File: src/rtl/fu0_wb_buffer.sv
`default_nettype none
// ============================================================================
// Module      : fu0_wb_buffer
// Description : Two-entry in-order writeback buffer for FU0 results with
//               branch-mask tracking. A mispredicted branch squashes every
//               entry (and any incoming packet) tagged with it. A correctly
//               predicted branch clears its bit in every mask.
//               Optional feature macro: FU0_WB_BYPASS_EN. When it is defined,
//               a packet arriving at an empty buffer while writeback is ready
//               goes straight to the output in the same cycle.
// Revision    : 1.0 - initial release
// ============================================================================
module fu0_wb_buffer #(
    parameter int CHECKPOINTS     = 4,
    parameter int CHECKPOINTS_LOG = 2,
    parameter int PAYLOAD_W       = 64
) (
    input  logic                             clk,
    input  logic                             reset,
    input  logic [CHECKPOINTS+PAYLOAD_W-1:0] fuPacket_i,
    input  logic                             fuValid_i,
    output logic                             fuReady_o,
    input  logic                             ctrlVerified_i,
    input  logic                             ctrlMispredict_i,
    input  logic [CHECKPOINTS_LOG-1:0]       ctrlSMTid_i,
    output logic [CHECKPOINTS+PAYLOAD_W-1:0] wbPacket_o,
    output logic                             wbValid_o,
    input  logic                             wbReady_i
);

    localparam int c_PKT_W = CHECKPOINTS + PAYLOAD_W;

    typedef enum logic [1:0] {
        ST_EMPTY = 2'd0,
        ST_ONE   = 2'd1,
        ST_FULL  = 2'd2
    } state_t;

    state_t               r_state;
    state_t               w_next_state;
    logic                 r_head_valid;
    logic                 r_tail_valid;
    logic [c_PKT_W-1:0]   r_head;
    logic [c_PKT_W-1:0]   r_tail;
    logic [c_PKT_W-1:0]   w_next_head;
    logic [c_PKT_W-1:0]   w_next_tail;

    logic                 w_mispredict;
    logic                 w_correct;
    logic                 w_head_live;
    logic                 w_tail_live;
    logic                 w_in_accept;
    logic                 w_bypass;
    logic                 w_deq;
    logic                 w_store_in;
    logic                 w_keep_head;
    logic [c_PKT_W-1:0]   w_in_pkt;
    logic [c_PKT_W-1:0]   w_head_upd;
    logic [c_PKT_W-1:0]   w_tail_upd;

    // True when the packet's mask carries the resolving branch's tag.
    function automatic logic tag_hit(input logic [c_PKT_W-1:0] pkt,
                                     input logic [CHECKPOINTS_LOG-1:0] tag);
        logic [CHECKPOINTS-1:0] m;
        m = pkt[PAYLOAD_W +: CHECKPOINTS];
        return m[tag];
    endfunction

    // Clears the resolved branch's bit in the mask; payload is untouched.
    function automatic logic [c_PKT_W-1:0] clear_tag(input logic [c_PKT_W-1:0] pkt,
                                                     input logic en,
                                                     input logic [CHECKPOINTS_LOG-1:0] tag);
        logic [CHECKPOINTS-1:0] m;
        m = pkt[PAYLOAD_W +: CHECKPOINTS];
        if (en) begin
            m[tag] = 1'b0;
        end
        return {m, pkt[PAYLOAD_W-1:0]};
    endfunction

    // Readiness depends only on registered occupancy (and is held low in reset).
    assign fuReady_o = ~reset & (r_state != ST_FULL);

    // Squash, accept, bypass and dequeue decisions plus the compacted next state.
    always_comb begin
        w_mispredict = ctrlVerified_i & ctrlMispredict_i;
        w_correct    = ctrlVerified_i & ~ctrlMispredict_i;

        // Squash takes priority over both enqueue and dequeue.
        w_head_live  = r_head_valid & ~(w_mispredict & tag_hit(r_head, ctrlSMTid_i));
        w_tail_live  = r_tail_valid & ~(w_mispredict & tag_hit(r_tail, ctrlSMTid_i));
        w_in_accept  = fuValid_i & fuReady_o & ~(w_mispredict & tag_hit(fuPacket_i, ctrlSMTid_i));

        w_in_pkt     = clear_tag(fuPacket_i, w_correct, ctrlSMTid_i);
        w_head_upd   = clear_tag(r_head, w_correct, ctrlSMTid_i);
        w_tail_upd   = clear_tag(r_tail, w_correct, ctrlSMTid_i);

`ifdef FU0_WB_BYPASS_EN
        w_bypass     = w_in_accept & (r_state == ST_EMPTY) & wbReady_i;
`else
        w_bypass     = 1'b0;
`endif

        wbValid_o    = w_head_live | w_bypass;
        wbPacket_o   = w_bypass ? w_in_pkt : r_head;

        w_deq        = w_head_live & wbReady_i;
        w_store_in   = w_in_accept & ~w_bypass;
        w_keep_head  = w_head_live & ~w_deq;

        // Compaction: survivors fill head first, then tail, preserving order.
        // FULL never accepts, so at most two survivors can exist.
        w_next_state = ST_EMPTY;
        w_next_head  = r_head;
        w_next_tail  = r_tail;
        if (w_keep_head) begin
            w_next_head = w_head_upd;
            if (w_tail_live) begin
                w_next_tail  = w_tail_upd;
                w_next_state = ST_FULL;
            end else if (w_store_in) begin
                w_next_tail  = w_in_pkt;
                w_next_state = ST_FULL;
            end else begin
                w_next_state = ST_ONE;
            end
        end else if (w_tail_live) begin
            w_next_head = w_tail_upd;
            if (w_store_in) begin
                w_next_tail  = w_in_pkt;
                w_next_state = ST_FULL;
            end else begin
                w_next_state = ST_ONE;
            end
        end else if (w_store_in) begin
            w_next_head  = w_in_pkt;
            w_next_state = ST_ONE;
        end
    end

    // Occupancy state, valid bits and entry storage; reset discards everything.
    always_ff @(posedge clk or posedge reset) begin
        if (reset) begin
            r_state      <= ST_EMPTY;
            r_head_valid <= 1'b0;
            r_tail_valid <= 1'b0;
            r_head       <= '0;
            r_tail       <= '0;
        end else begin
            r_state      <= w_next_state;
            r_head_valid <= (w_next_state != ST_EMPTY);
            r_tail_valid <= (w_next_state == ST_FULL);
            r_head       <= w_next_head;
            r_tail       <= w_next_tail;
        end
    end

endmodule
`default_nettype wire

File: config.mk
export PLATFORM = sky130hd
export DESIGN_NAME = fu0_wb_buffer
export DESIGN_NICKNAME = d
export VERILOG_FILES = /design/src/rtl/fu0_wb_buffer.sv
export SDC_FILE = /design/constraint.sdc
export NUM_CORES = 1
export LEC_CHECK = 0
export CAP_MARGIN = 25
export CORE_MARGIN = 1.5
export CORE_UTILIZATION = 52
export DETAILED_ROUTE_END_ITERATION = 8
export PLACE_DENSITY = 0.81
export REMOVE_ABC_BUFFERS = 1
export SYNTH_ARGS = -nofsm -noshare
export SYNTH_HDL_FRONTEND = slang
export SYNTH_SLANG_ARGS = --single-unit
File: constraint.sdc
create_clock -name clk -period 6.79 [get_ports clk]
set_input_delay 1.358 -clock clk [delete_from_list [all_inputs] [get_ports clk]]
set_output_delay 1.358 -clock clk [all_outputs]
set_load 0.01 [all_outputs]
==> results.sh <==
export IMPL_drv_cap=0
export IMPL_power_density_nw_per_um2=316.5
export IMPL_final_cells=962
export IMPL_fin_crit_ns=4.847
export IMPL_die_x_um=119.5
export IMPL_clkLatencyLatePin_ns=0.42
export IMPL_wl_per_cell_um=21.15
export IMPL_cts_clk_slew_worst_paths_ns=0.06
export IMPL_ctsHoldBuffers=0
export IMPL_post_place_cells=932
export IMPL_ys_ff_latch=140
export IMPL_final_setup_worst_slack_ns=1.943
export IMPL_critical_path_endpoint_type="flip-flop"
export IMPL_drc=0
export IMPL_fin_crit_sh_pct=71.39
export IMPL_path_cells="clkdlybuf4s50_1 -> mux4_2 -> a21oi_4 -> buf_4 -> inv_1 -> a21boi_4 -> buf_12 -> a2bb2oi_1"
export IMPL_grt_pass1_vias=6237
export IMPL_synth_seq_area_share_pct=49.65
export IMPL_wl_um=20350
export IMPL_syn_to_final_growth_pct=29.30
export IMPL_globalRouteOverflowTotal=0
export IMPL_cts_tree="yes"
export IMPL_drt_iter0_markers=1080
export IMPL_skew_ns=0.01260
export IMPL_grtUsageTotal_pct=28.97
export IMPL_fp_dieH_um=119.5
export IMPL_netlist_area_leader_share_pct=49.65
export IMPL_run_status="finished, final reports clean"
export IMPL_vias=6452
export IMPL_fmax_mhz=206.3
export IMPL_antenna_cells=0
export IMPL_layout_drive_gt1_share_pct=8.779
export IMPL_grt_setup_unrepaired="false"
export IMPL_htreeDepth=4
export IMPL_synth_main_ff_cell="dfrtp_1"
export IMPL_synth_area_top_cells="dfrtp_1 50%, a211o_1 7.9%, a2bb2oi_1 7.8%"
export IMPL_rows=42
export IMPL_synth_avg_cell_area_um2=10.29
export IMPL_firstDrtPassIters=6
export IMPL_route_detailed_vias_per_inst=6.707
export IMPL_grt_max_degree=84
export IMPL_criticalPathCategory="input pin to flip-flop"
export IMPL_place_area_um2=8547
export IMPL_min_path_type="flip-flop to flip-flop"
export IMPL_cts_setup_buffers=0
export IMPL_cpPeakStageDelay_ns=0.81
export IMPL_nets=854
export IMPL_cts_resized=0
export IMPL_netlist_area_um2=7056
export IMPL_tightest_slew_ns=0.9676
export IMPL_cts_buffer_depth=2
export IMPL_finalHoldViolations=0
export IMPL_setup_viol=0
export IMPL_grt_pass1_wl_um=33130
export IMPL_worst_path_max_delay_cell="a21boi_4"
export IMPL_synth_edf_count=0
export IMPL_p_leak_nw=3.424
export IMPL_start_util_pct=53.28
export IMPL_synthCells=686
export IMPL_hpwl_um=11670
export IMPL_relSlewSlack_pct=35.50
export IMPL_cts_buffers=17
export IMPL_die_area_um2=14280
export IMPL_ys_warn_count=0
export IMPL_synth_largest_area_cell="dfrtp_1"
export IMPL_clock_sinks=140
export IMPL_synthDistinctLibCells=38
export IMPL_ant_nets=0
export IMPL_antenna_found_initial=0
export IMPL_required_ns=7.12
export IMPL_slew_viol_final=0
export IMPL_synthArstFlopShare_pct=100.0
export IMPL_io_pins=146
export IMPL_ir_drop_mv=0.1635
export IMPL_gp_congestion=0.9153
export IMPL_fin_area_um2=9123
export IMPL_cp_arrival_ns=5.18
export IMPL_portBuffers=145
export IMPL_path_max_fanout=69
export IMPL_cts_root_buf="clkbuf_16"
export IMPL_finish_utilization_pct=68.89
export IMPL_place_worst_setup_slack_ns=1.591
export IMPL_coreArea_um2=13240
export IMPL_start_kind="input pin"
## path summary, 6_finish.rpt
check	endpoint	from	slack (ns)	cells after the start
setup / recovery	wbPacket_o[13]	ctrlSMTid_i[0]	1.94	8
hold / removal	wbPacket_o[7]	wbPacket_o[7]	0.50	1
min in group asynchronous	wbPacket_o[1]	reset	1.57	2
max in group asynchronous	wbPacket_o[38]	reset	3.95	3
hold reg to reg	wbPacket_o[7]	wbPacket_o[7]	0.50	1
setup reg to reg	wbPacket_o[13]	r_tail[66]	3.15	7
## synthesized netlist by cell type (all sizes together) (5+ instances only)
library cell and count:
mux2 9, o31ai 64, o21ai 65, nand3 65, a211o 64, nand2 5
buf 19, a2bb2oi 63, dfrtp 140, inv 7, clkbuf 68, a21oi 68
## registers in the layout, indices dropped and copies added, names as in the netlist
register and cells:
r_state 2, r_tail 68, r_tail_valid 1, wbPacket_o 68, r_head_valid 1
## placed cells by master (no fill, tap or decap), drive strengths merged, types with 3 or more instances in the layout
cell	count
clkdlybuf4s50	145
dfrtp	140
a21oi	68
nand3	65
o21ai	65
a211o	64
o31ai	64
a2bb2oi	63
clkbuf	21
buf	13
mux2	9
inv	6
clkinv	5
nand2	5
mux4	4
or2	4
and3b	4
mux2i	4
nand4	4
o221ai	4
a32o	4
nor2b	3
## final cells by class
cell class              instances  area, um2
clock inverters                 8      95.09
well taps                     176      220.2
flip-flops and latches        140       3503
clock buffers                  21      460.4
multi-input cells             452       3224
fillers                      1015       4120
repair buffers                158       1587
inverters                       7      32.53
## per-stage QoR
stage / setup TNS [ns] / power, W / hold WS [ns]
after global placement: 0 / 0.001951 / 0.4847
after CTS: 0 / 0.002886 / 0.5055
after floorplan: -401.06 / 0.001606 / 0.5176
after detailed placement: 0 / 0.001989 / 0.4935
final: 0 / 0.002888 / 0.4997
after global routing: 0 / 0.003019 / 0.5234
## report_power, final
part	switching [W]	total [W]	internal [W]
Combinational	0.000343	0.000761	0.000418
Clock	0.000344	0.000895	0.000551
Sequential	0.000146	0.00123	0.00109
Total	0.000834	0.00289	0.00205
## kinds of logic (layout without fill, tap and decap cells)
kind of cell               after synthesis  count (layout)  synth area share, %
AOI/OAI and AO/OA                      340             340                34.30
DFF                                    140             140                49.65
buffers and inverters                   94             194                5.196
and+or+nand+nor                         93              93                7.217
muxes                                   17              17                3.281
adders and majority gates                2               2               0.3546
## critical path: cells and delay by family
kind / cells / cell delay [ns]
buffers and inverters: 4 / 1.95
multiplexers: 1 / 0.60
AO/OA/AOI/OAI: 3 / 1.21
## metal layers
layer	track usage (%)	wire length, um
met2	43.75	9592
met3	5.987	1748
met5	0	0
met1	42.03	8751
met4	9.226	260
Note: power is estimated with default switching activity, not from simulation.
